<file path="src/rtl/gpio_pkg.sv">
// Shared definitions for the APB GPIO block: register byte offsets and the
// 3-bit register index decoded from PADDR[4:2].
package gpio_pkg;

  localparam logic [4:0] MODE_OFS = 5'h00;
  localparam logic [4:0] ODR_OFS  = 5'h04;
  localparam logic [4:0] IDR_OFS  = 5'h08;
  localparam logic [4:0] IER_OFS  = 5'h0C;
  localparam logic [4:0] RISE_OFS = 5'h10;
  localparam logic [4:0] FALL_OFS = 5'h14;
  localparam logic [4:0] ISR_OFS  = 5'h18;

  typedef enum logic [2:0] {
    REG_MODE = MODE_OFS[4:2],
    REG_ODR  = ODR_OFS[4:2],
    REG_IDR  = IDR_OFS[4:2],
    REG_IER  = IER_OFS[4:2],
    REG_RISE = RISE_OFS[4:2],
    REG_FALL = FALL_OFS[4:2],
    REG_ISR  = ISR_OFS[4:2],
    REG_RSVD = 3'd7
  } reg_idx_e;

endpackage

</file>
<file path="src/rtl/gpio_sync_edge.sv">
// Input synchroniser plus one history flop per GPIO bit, with edge detect.
// Ports:
//   clk, rst  clock and asynchronous active-high reset
//   pin       asynchronous pad inputs
//   mode      per-bit direction (1=output); output bits never report edges
//   sync      synchronised input (last synchroniser stage)
//   rise/fall single-cycle edge strobes derived from sync vs. history
module gpio_sync_edge #(
  parameter int unsigned WIDTH       = 8,
  parameter int unsigned SYNC_STAGES = 2
) (
  input  logic             clk,
  input  logic             rst,
  input  logic [WIDTH-1:0] pin,
  input  logic [WIDTH-1:0] mode,
  output logic [WIDTH-1:0] sync,
  output logic [WIDTH-1:0] rise,
  output logic [WIDTH-1:0] fall
);

  logic [WIDTH-1:0] stages [SYNC_STAGES];
  logic [WIDTH-1:0] prev;

  always_ff @(posedge clk or posedge rst) begin
    if (rst) begin
      for (int unsigned i = 0; i < SYNC_STAGES; i++) stages[i] <= '0;
      prev <= '0;
    end else begin
      stages[0] <= pin;
      for (int unsigned i = 1; i < SYNC_STAGES; i++) stages[i] <= stages[i-1];
      prev <= stages[SYNC_STAGES-1];
    end
  end

  assign sync = stages[SYNC_STAGES-1];
  // prev follows sync one cycle later, so each strobe lasts exactly one cycle.
  assign rise = sync & ~prev & ~mode;
  assign fall = ~sync & prev & ~mode;

endmodule

</file>
<file path="src/rtl/apb_gpio_irq.sv">
// APB3 GPIO peripheral with per-bit direction, output data, synchronised
// input readback and sticky W1C edge interrupt status.
// Ports:
//   PCLK, PRESET                clock, asynchronous active-high reset
//   PADDR/PWDATA/PWRITE/PENABLE/PSEL  APB3 request
//   PRDATA/PREADY               APB3 response (one wait state)
//   inPort                      asynchronous pad inputs
//   outPort/outEnable           pad output data and drive enable
//   irq                         level interrupt = |(ISR & IER)
module apb_gpio_irq
  import gpio_pkg::*;
#(
  parameter int unsigned WIDTH       = 8,
  parameter int unsigned SYNC_STAGES = 2
) (
  input  logic             PCLK,
  input  logic             PRESET,
  input  logic [4:0]       PADDR,
  input  logic [31:0]      PWDATA,
  input  logic             PWRITE,
  input  logic             PENABLE,
  input  logic             PSEL,
  output logic [31:0]      PRDATA,
  output logic             PREADY,
  input  logic [WIDTH-1:0] inPort,
  output logic [WIDTH-1:0] outPort,
  output logic [WIDTH-1:0] outEnable,
  output logic             irq
);

  logic [WIDTH-1:0] mode_q, odr_q, ier_q, rise_en_q, fall_en_q, isr_q;
  logic [WIDTH-1:0] sync, rise, fall, wdata, w1c, idr;
  logic [31:0]      rdata_next;
  reg_idx_e         idx;
  logic             access, wr;
  logic             unused_bits;

  gpio_sync_edge #(
    .WIDTH      (WIDTH),
    .SYNC_STAGES(SYNC_STAGES)
  ) u_sync_edge (
    .clk (PCLK),
    .rst (PRESET),
    .pin (inPort),
    .mode(mode_q),
    .sync(sync),
    .rise(rise),
    .fall(fall)
  );

  assign idx    = reg_idx_e'(PADDR[4:2]);
  // Gating on ~PREADY makes the access fire once even if the master holds
  // PSEL/PENABLE through the ready cycle.
  assign access = PSEL & PENABLE & ~PREADY;
  assign wr     = access & PWRITE;
  assign wdata  = PWDATA[WIDTH-1:0];
  assign w1c    = (wr && idx == REG_ISR) ? wdata : '0;
  assign idr    = sync & ~mode_q;

  assign unused_bits = ^{PADDR[1:0], PWDATA};

  always_comb begin
    rdata_next = '0;
    case (idx)
      REG_MODE: rdata_next[WIDTH-1:0] = mode_q;
      REG_ODR:  rdata_next[WIDTH-1:0] = odr_q;
      REG_IDR:  rdata_next[WIDTH-1:0] = idr;
      REG_IER:  rdata_next[WIDTH-1:0] = ier_q;
      REG_RISE: rdata_next[WIDTH-1:0] = rise_en_q;
      REG_FALL: rdata_next[WIDTH-1:0] = fall_en_q;
      REG_ISR:  rdata_next[WIDTH-1:0] = isr_q;
      default:  rdata_next = '0;
    endcase
  end

  always_ff @(posedge PCLK or posedge PRESET) begin
    if (PRESET) begin
      PREADY    <= 1'b0;
      PRDATA    <= '0;
      mode_q    <= '0;
      odr_q     <= '0;
      ier_q     <= '0;
      rise_en_q <= '0;
      fall_en_q <= '0;
      isr_q     <= '0;
    end else begin
      PREADY <= access;
      if (access && !PWRITE) PRDATA <= rdata_next;
      if (wr) begin
        case (idx)
          REG_MODE: mode_q    <= wdata;
          REG_ODR:  odr_q     <= wdata;
          REG_IER:  ier_q     <= wdata;
          REG_RISE: rise_en_q <= wdata;
          REG_FALL: fall_en_q <= wdata;
          default:  ;
        endcase
      end
      // Set terms are OR-ed after the clear, so a coincident edge wins.
      isr_q <= (isr_q & ~w1c) | (rise & rise_en_q) | (fall & fall_en_q);
    end
  end

  assign outEnable = mode_q;
  assign outPort   = odr_q & mode_q;
  assign irq       = |(isr_q & ier_q);

endmodule

</file>
<file path="config.mk">
export PLATFORM = sky130hd
export DESIGN_NAME = apb_gpio_irq
export DESIGN_NICKNAME = d
export VERILOG_FILES = /design/src/rtl/gpio_pkg.sv /design/src/rtl/gpio_sync_edge.sv /design/src/rtl/apb_gpio_irq.sv
export SDC_FILE = /design/constraint.sdc
export NUM_CORES = 1
export LEC_CHECK = 0
export ABC_CLOCK_PERIOD_IN_PS = 3100
export BUFFER_PORTS_ARGS = -buffer_cell sky130_fd_sc_hd__buf_2
export CORE_UTILIZATION = 35
export CTS_CLUSTER_SIZE = 25
export DETAILED_ROUTE_END_ITERATION = 8
export PLACE_DENSITY = 0.63
export SLEW_MARGIN = 20
export SYNTH_ARGS = -nofsm -noshare
export SYNTH_HDL_FRONTEND = slang
export SYNTH_SLANG_ARGS = --single-unit
</file>
<file path="constraint.sdc">
create_clock -name PCLK -period 3.1 [get_ports PCLK]
set_input_delay 0.465 -clock PCLK [delete_from_list [all_inputs] [get_ports PCLK]]
set_output_delay 0.465 -clock PCLK [all_outputs]
set_load 0.01 [all_outputs]
</file>
After elaboration in Yosys (flattened, before gate mapping)
Index checks and enable logic that the tools add are counted.
{"block": "totals", "ram_bits": 0, "latch_bits": 0, "ff_bits": 81, "rom_bits": 0, "out_inout_bits": 50, "memories": 0}
{"block": "classes", "addsub": 0, "order_cmp": 0, "n_mul": 0, "shift": 0, "n_mux": 2, "bitwise": 20, "n_reduce_logical": 10, "n_div": 0, "n_eq_ne": 6}
{"cell": "$and 8x8->8", "count": 10}
{"cell": "$pmux 8 s7", "count": 1}
{"cell": "$not 8->8", "count": 4}
{"cell": "$or 8x8->8", "count": 2}
{"cell": "$reduce_and 2->1", "count": 5}
{"cell": "$eq 3x3->1 const B", "count": 3}
{"cell": "$mux 8", "count": 1}
{"cell": "$reduce_or 8->1", "count": 1}
{"cell": "$eq 3x2->1 const B", "count": 2}
{"cell": "$and 1x1->1", "count": 3}
{"cell": "$eq 3x1->1 const B", "count": 1}
{"cell": "$logic_not 3->1", "count": 1}
{"cell": "$logic_and 1x1->1", "count": 2}
{"cell": "$logic_not 1->1", "count": 1}
{"cell": "$not 1->1", "count": 1}

Longest topological paths before layout
Gate-level depths: netlist of the first run.
{"block": "depth", "depth_word": 9, "depth_mapped": 7}

Cells and area by module
From an unflattened synthesis of the first run, not the netlist that was laid out.
{"block": "hier_totals", "cells_unflattened": 314, "area_unflattened_um2": 3868.7}
{"mod": "apb_gpio_irq", "cells_each": 265, "area_each_um2": 3084.2, "n_inst": 1, "seq_area_each_um2": 1426.4}
{"mod": "gpio_sync_edge", "cells_each": 49, "area_each_um2": 784.5, "n_inst": 1, "seq_area_each_um2": 600.6}

Worst setup path after synthesis of the first run
Ideal clock, no wire load.
{"block": "synth_path", "path_type": "input to register", "start": "input port PADDR[4]", "end": "register PRDATA[0]", "path_slack_ns": 1.397, "required_time_ns": 2.979, "cell_stages": 7, "t_arrival_ns": 1.582, "cell_sequence": "buf_6 nor2b_1 buf_2 buf_6 a221oi_1 o221ai_1 a22o_1"}
{"block": "synth_via", "elab_chain_len": 2}
{"item": "start, declared", "line": "apb_gpio_irq.sv:18", "text": "input logic [4:0] PADDR,"}
{"item": "$eq 3x3->1, or another cell as far along", "line": "apb_gpio_irq.sv:64", "text": "case (idx)"}
{"item": "$pmux 8 s7 (*)", "line": "apb_gpio_irq.sv:64"}
{"item": "end signal, assigned", "line": "apb_gpio_irq.sv:88", "text": "if (access && !PWRITE) PRDATA <= rdata_next;"}
{"item": "end, declared", "line": "apb_gpio_irq.sv:23", "text": "output logic [31:0] PRDATA,"}
Every way passes the cells marked *; elsewhere a longest branch is shown, timed or not.
A chain may end at the register's enable or synchronous reset.

Worst setup path in the final report of the first run
{"block": "layout_path", "start": "input port PADDR[4]", "end": "register fall_en_q[3]"}
{"block": "layout_via", "elab_chain_len": 2}
{"item": "$eq 3x3->1", "line": "apb_gpio_irq.sv:90", "text": "case (idx)"}
{"item": "$reduce_and 2->1 (no source line)"}
{"item": "end signal, assigned", "line": "apb_gpio_irq.sv:95", "text": "REG_FALL: fall_en_q <= wdata;"}
{"item": "end, declared", "line": "apb_gpio_irq.sv:31", "text": "logic [WIDTH-1:0] mode_q, odr_q, ier_q, rise_en_q, fall_en_q, isr_q;"}
No other way between the ends.

==> results of run 1 <==
## cell type report
| cell class | instances | area (sq um) | area share, % |
|---|---|---|---|
| clock buffer | 13 | 179 | 4.26 |
| clock inverter | 2 | 35.0 | 0.834 |
| inverter | 10 | 38.8 | 0.923 |
| multi-input combinational | 182 | 1430 | 34.1 |
| sequential | 81 | 2030 | 48.3 |
| tap | 133 | 166 | 3.96 |
| timing repair buffer | 59 | 320 | 7.63 |
## per-layer routing
layer	track usage [%]	wire (um)	vias up
li1	-	-	1125
met1	20.6	3620	1204
met2	24.2	3750	83
met3	4.20	383	6
met4	4.29	88	0
met5	0	0	-
## worst max path at each step
| stage | cells after the start | to | slack [ps] | startpoint |
|---|---|---|---|---|
| after global placement | 4 | fall_en_q[2] | 820 | PADDR[4] |
| after global routing | 4 | fall_en_q[3] | 1110 | PADDR[4] |
| after detailed placement | 4 | fall_en_q[0] | 850 | PADDR[4] |
| final | 4 | fall_en_q[3] | 1170 | PADDR[4] |
| after floorplan | 1 | PRDATA[0] | 550 | PRESET |
| after CTS | 4 | fall_en_q[3] | 1150 | PADDR[4] |
## stage by stage
stage               util [%]  hold slack (ps)  total power, uW  setup WS (ps)
floorplan                  -              331             1620            555
global placement        40.0              332             1740            819
detailed placement      40.0              336             1760            846
CTS                     42.2              177             2570           1150
global route            42.2              198             2670           1110
finish                  42.2              166             2540           1170
## sequential cells by signal, summed over array words and instances, names as in the netlist, 8 cells and up
register            count
ier_q                   8
PRDATA                  8
rise_en_q               8
u_sync_edge.prev        8
fall_en_q               8
outEnable               8
u_sync_edge.sync        8
isr_q                   8
u_sync_edge.stages      8
odr_q                   8
## synthesized netlist by cell type
library cell / count
buf_6: 3
and2_1: 9
inv_1: 9
buf_2: 3
clkbuf_1: 4
o2bb2ai_1: 8
nor4_4: 1
and3b_1: 1
nand2b_1: 1
nand4b_4: 1
o21ai_0: 2
clkinv_1: 1
buf_4: 25
mux2_2: 39
a22o_1: 7
nor2_2: 1
a21oi_1: 1
nor2b_1: 3
nand2_1: 19
o221ai_1: 8
mux4_2: 1
nand4_1: 1
conb_1: 1
nor2_1: 9
dfrtp_1: 81
a31oi_1: 8
a221oi_1: 14
nor3b_4: 4
a22oi_1: 11
nand4b_1: 7
mux2i_1: 1
mux2_1: 1
## power breakdown
group | switching, uW | internal [uW] | total [uW]
clock | 351 | 455 | 805
combinational | 195 | 209 | 403
sequential | 123 | 1200 | 1330
## cells by family (layout without fill, tap and decap cells)
logic type,after synthesis,after routing,share of synthesized area (%)
AOI/OAI and AO/OA,59,59,12.9
buffers and inverters,45,84,7.89
DFF,81,81,55.3
muxes,42,42,13.2
other,1,24,0.102
and+or+nand+nor,57,57,10.6
## worst reg2reg max path: stages (launching register included)
cell and delay, ps:
dfrtp_1 390, nand4b_4 300, nor3b_4 670, mux2_2 410
==> results.yml, run 1 <==
run_status:
  status: "finished clean"
power:
  p_leak_uw: 0.00194
  ir_drop_v: 0.000225
  cellPowerDensity_nw_per_um2: 604
timing:
  fin_skew_ps: 3.32
  hold_viol: 0
  setup_violations: 0
  tightest_slew_ps: 886
  tns_ps: 0
  rsz0062_at_grt: "no"
  fin_crit_sh_pct: 62.3
  fin_crit_ps: 1930
  fmax_mhz: 518
  slew_headroom_pct: 40.9
  slew_violations: 0
cts:
  clkTransAtPathRegs_ps: 70
  cts_setup_buffers: 0
  insertion_delay_ps: 340
  clockBufferDepth: 2
  cts_inserted_buffers: 9
  cts-resized-gates: 0
  cts_sinks: 81
  tritoncts: "done"
  hold_buffers: 0
  cts_root_buffer: "clkbuf_8"
  htreeDepth: 3
worst_setup_path:
  path_delay_family: "simple AND/OR/NAND/NOR gates"
  path_buf_inv: 1
  rr_worst_depth: 3
  rr_startpoint: "PREADY"
  cp_slowest_cell: "nor3b_4"
  r2r_slack_ps: 1210
  end_kind: "flop"
  crit_path_cell_trace: "buf_2 > and2_1 > nor3b_4 > mux2_2"
  slowest_delay_ps: 630
  crit_arrival_ps: 2160
  critPathKind: "primary input to flop"
  critPathRequiredTime_ps: 3330
  path_max_fanout: 9
  reg2reg_to: "odr_q[3]"
  start_kind: "primary input"
floorplan:
  coreArea_sq_um: 9950
  placementRows: 36
  die_y_um: 104
  die_w_um: 104
  io_pins: 100
  start_util_pct: 36.8
  die_area_sq_um: 10900
layout:
  drive_gt1_share_pct: 35.2
  mostFrequentLayoutCells: "81 x dfrtp_1, 49 x buf_2, 39 x mux2_2"
  final_cell_area_sq_um: 4200
  final_cells: 480
  nets: 393
  nFillCells: 967
  layout_commonest_cell: "dfrtp_1"
  diodes: 0
  area_growth_pct: 14.7
global_routing:
  grt_first_pass_wirelength_um: 12800
  antenna_found_initial: 0
  grt_max_degree: 38
  grtUsageTotal_pct: 15.3
  grt.overflow.total: 0
  grt_pass1_vias: 2435
yosys:
  yosys_warnings: 0
  synth_area_leader_cell: "dfrtp_1"
  syn_area_sq_um: 3660
  syn_avg_cell_area_sq_um: 12.9
  ys_ff_latch: 81
  yosysTopAreaCellShare_pct: 55.3
  synth_cells: 285
  synth-seq-area-share_pct: 55.3
  synthTopCellsByArea: "dfrtp_1 55%, mux2_2 12%, buf_4 5.1%"
  synth_cell_types: 32
place:
  place_area_sq_um: 3990
  dp_hpwl_um: 5370
  placedCellCount: 465
  gp_congestion: 0.818
  numPortBuffers: 49
route:
  drt-total-wl_um: 7840
  drt_iter0_drc: 81
  vias: 2418
  routed_via_density: 5.04
  routedWlPerCell_um: 16.3
  drt-pass1-iter-count: 4
  final_antenna_net_count: 0
  drc: 0
flow_run:
  maxCapViolCount: 0
min_path:
  hold_path_class: "primary input to asynchronous set/reset pin"
(Power assumes the default switching activity.)
==> run 2: changes to the inputs <==
--- a/config.mk
+++ b/config.mk
@@ -5,12 +5,13 @@
 export SDC_FILE = /design/constraint.sdc
 export NUM_CORES = 1
 export LEC_CHECK = 0
-export ABC_CLOCK_PERIOD_IN_PS = 3100
+export ABC_AREA = 1
+export ABC_CLOCK_PERIOD_IN_PS = 1550
 export BUFFER_PORTS_ARGS = -buffer_cell sky130_fd_sc_hd__buf_2
 export CORE_UTILIZATION = 35
 export CTS_CLUSTER_SIZE = 25
 export DETAILED_ROUTE_END_ITERATION = 8
-export PLACE_DENSITY = 0.63
+export PLACE_DENSITY = 0.65
 export SLEW_MARGIN = 20
 export SYNTH_ARGS = -nofsm -noshare
 export SYNTH_HDL_FRONTEND = slang
==> constraint.sdc (replaced) <==
create_clock -name PCLK -period 1.55 [get_ports PCLK]
set_input_delay 0.2325 -clock PCLK [delete_from_list [all_inputs] [get_ports PCLK]]
set_output_delay 0.2325 -clock PCLK [all_outputs]
set_load 0.01 [all_outputs]
==> results.yml, run 2 <==
floorplan:
  coreArea_sq_um: 10400
  io_pins: 100
  start_util_pct: 36.5
  die_y_um: 106
  placementRows: 37
  die_w_um: 106
  die_area_sq_um: 11300
worst_setup_path:
  path_max_fanout: 2
  slowest_delay_ps: 390
  end_kind: "primary output"
  crit_path_cell_trace: "a22o_1 > a21oi_2 > nand3b_1 > buf_2"
  critPathKind: "flop to primary output"
  critPathRequiredTime_ps: 1320
  start_kind: "flop"
  cp_slowest_cell: "dfrtp_1"
  crit_arrival_ps: 1410
power:
  power_uw: 5040
  ir_drop_v: 0.000483
  cellPowerDensity_nw_per_um2: 1110
  p_leak_uw: 0.00237
place:
  gp_congestion: 0.883
  dp_hpwl_um: 6210
  numPortBuffers: 49
timing:
  fin_skew_ps: 7.90
  fin_crit_ps: 1650
  tns_ps: -96.6
  fmax_mhz: 607
  slew_violations: 0
  setup_violations: 1
  hold_viol: 22
  rsz0062_at_grt: "yes"
  whs_ps: -12.1
  fin_crit_sh_pct: 106
  setup_slack_ps: -96.6
yosys:
  syn_area_sq_um: 3810
  syn_avg_cell_area_sq_um: 8.50
  ys.flop_type: "dfrtp_1"
  synthTopCellsByArea: "dfrtp_1 53%, nand2_1 11%, nand4_1 6.4%"
  synth_area_leader_cell: "dfrtp_1"
  ys_ff_latch: 81
  yosysTopAreaCellShare_pct: 53.3
  synth-edff-count: 0
  yosys_warnings: 0
  synth_cell_types: 20
  yosys-top-cells-count: "114 x nand2_1, 81 x dfrtp_1, 48 x o21ai_1"
  yosysMostFrequentCell: "nand2_1"
  synth_cells: 448
  synth-seq-area-share_pct: 53.3
  ys_async_sr_fraction_pct: 100
run_status:
  status: "finished, violations left"
  violations: "negative hold slack, negative setup slack"
route:
  drt_iter0_drc: 206
  drt-pass1-iter-count: 4
  routedWlPerCell_um: 13.3
  vias: 3236
  drt-total-wl_um: 8820
  drc: 0
  routed_via_density: 4.87
  final_antenna_net_count: 0
global_routing:
  antenna_found_initial: 0
  grt_max_degree: 82
  grt_first_pass_wirelength_um: 14900
  grt.overflow.total: 0
  grt_pass1_vias: 3096
  grtUsageTotal_pct: 17.1
layout:
  diodes: 0
  mostFrequentLayoutCells: "114 x nand2_1, 81 x dfrtp_1, 49 x buf_2"
  area_growth_pct: 19.5
  drive_gt1_share_pct: 20.4
  nFillCells: 1049
  final_core_util_pct: 43.7
  layout_commonest_cell: "nand2_1"
  nets: 575
cts:
  insertion_delay_ps: 350
  clkTransAtPathRegs_ps: 80
  cts_inserted_buffers: 9
  clockBufferDepth: 2
  htreeDepth: 3
  cts_root_buffer: "clkbuf_8"
  cts_sinks: 81
  tritoncts: "done"
min_path:
  hold_path_class: "primary input to asynchronous set/reset pin"
flow_run:
  maxCapViolCount: 0
[run 2: cell count changes in the layout (fill, tap and decap cells not counted), moves of 14 or more]
cell	change
a221oi_1	-14
buf_4	+18
inv_1	+28
mux2_2	-39
nand2_1	+95
nand3_1	+32
nand4_1	+38
nor2_1	+24
o21ai_1	+48
[run 2: final cells by class]
type	instances	area, sq um	share of cell area, %
flip-flops and latches	81	2030	44.6
multi-input cells	307	1450	31.8
well taps	136	170	3.74
inverters	40	154	3.38
repair buffers	86	556	12.2
clock buffers	10	138	3.03
clock inverters	5	56.3	1.24
[run 2: worst paths after layout]
path / startpoint / end / slack [ps] / depth (start not counted)
max: ier_q[6] / irq / -100 / 4
min: PRESET / ier_q[6] / -10 / 3
max reg2reg: PREADY / fall_en_q[1] / 140 / 8
min reg2reg: u_sync_edge.stages[11] / u_sync_edge.sync[3] / 350 / 0
max in group asynchronous: PRESET / odr_q[0] / 1230 / 3
min in group PCLK: PSEL / PREADY / 160 / 3
[run 2: logic make-up after synthesis]
group	count (synthesis)	synth area share [%]
other	1	0.0985
AOI/OAI and AO/OA	53	7.27
DFF	81	53.3
and+or+nand+nor	230	28.0
buffers and inverters	83	11.3
[run 2: routing by layer]
| metal | global-route usage (%) | part of all wire, % | vias to the layer above |
|---|---|---|---|
| met5 | 0 | 0 | - |
| met2 | 26.1 | 46 | 134 |
| met3 | 4.23 | 7.2 | 15 |
| met1 | 23.3 | 45 | 1503 |
| li1 | - | - | 1584 |
| met4 | 6.65 | 1.9 | 0 |
[run 2: repair_timing]
item / 4_1_cts / 5_1_grt
setup buffers: 2 / 0
endpoints found under the setup margin: 1 / 3
pin swaps: 2 / 1
hold buffers: 8 / 0
hold endpoints to repair: 8 / 0
gates resized for setup: 1 / 2
[run 2: where the power goes]
part | switching [uW] | leakage, uW | internal (uW) | total, uW
sequential | 248 | 0.000997 | 2400 | 2640
combinational | 518 | 0.00127 | 365 | 882
clock | 740 | 0.0000981 | 776 | 1520
total | 1510 | 0.00237 | 3540 | 5040
[run 2: stage by stage]
stage               std cells  cell area [sq um]  setup WS [ps]
floorplan                 471               3900            174
global placement          640               4250            139
detailed placement        640               4250            121
CTS                       665               4540           -105
global route              665               4550           -173
finish                    665               4550          -96.6
[run 2: critical path, delay by kind of cell (launching register included)]
| family | cells | cell delay [ps] |
|---|---|---|
| AOI/OAI and AO/OA | 2 | 390 |
| DFF | 1 | 390 |
| and+or+nand+nor | 1 | 120 |
| buffers and inverters | 1 | 160 |
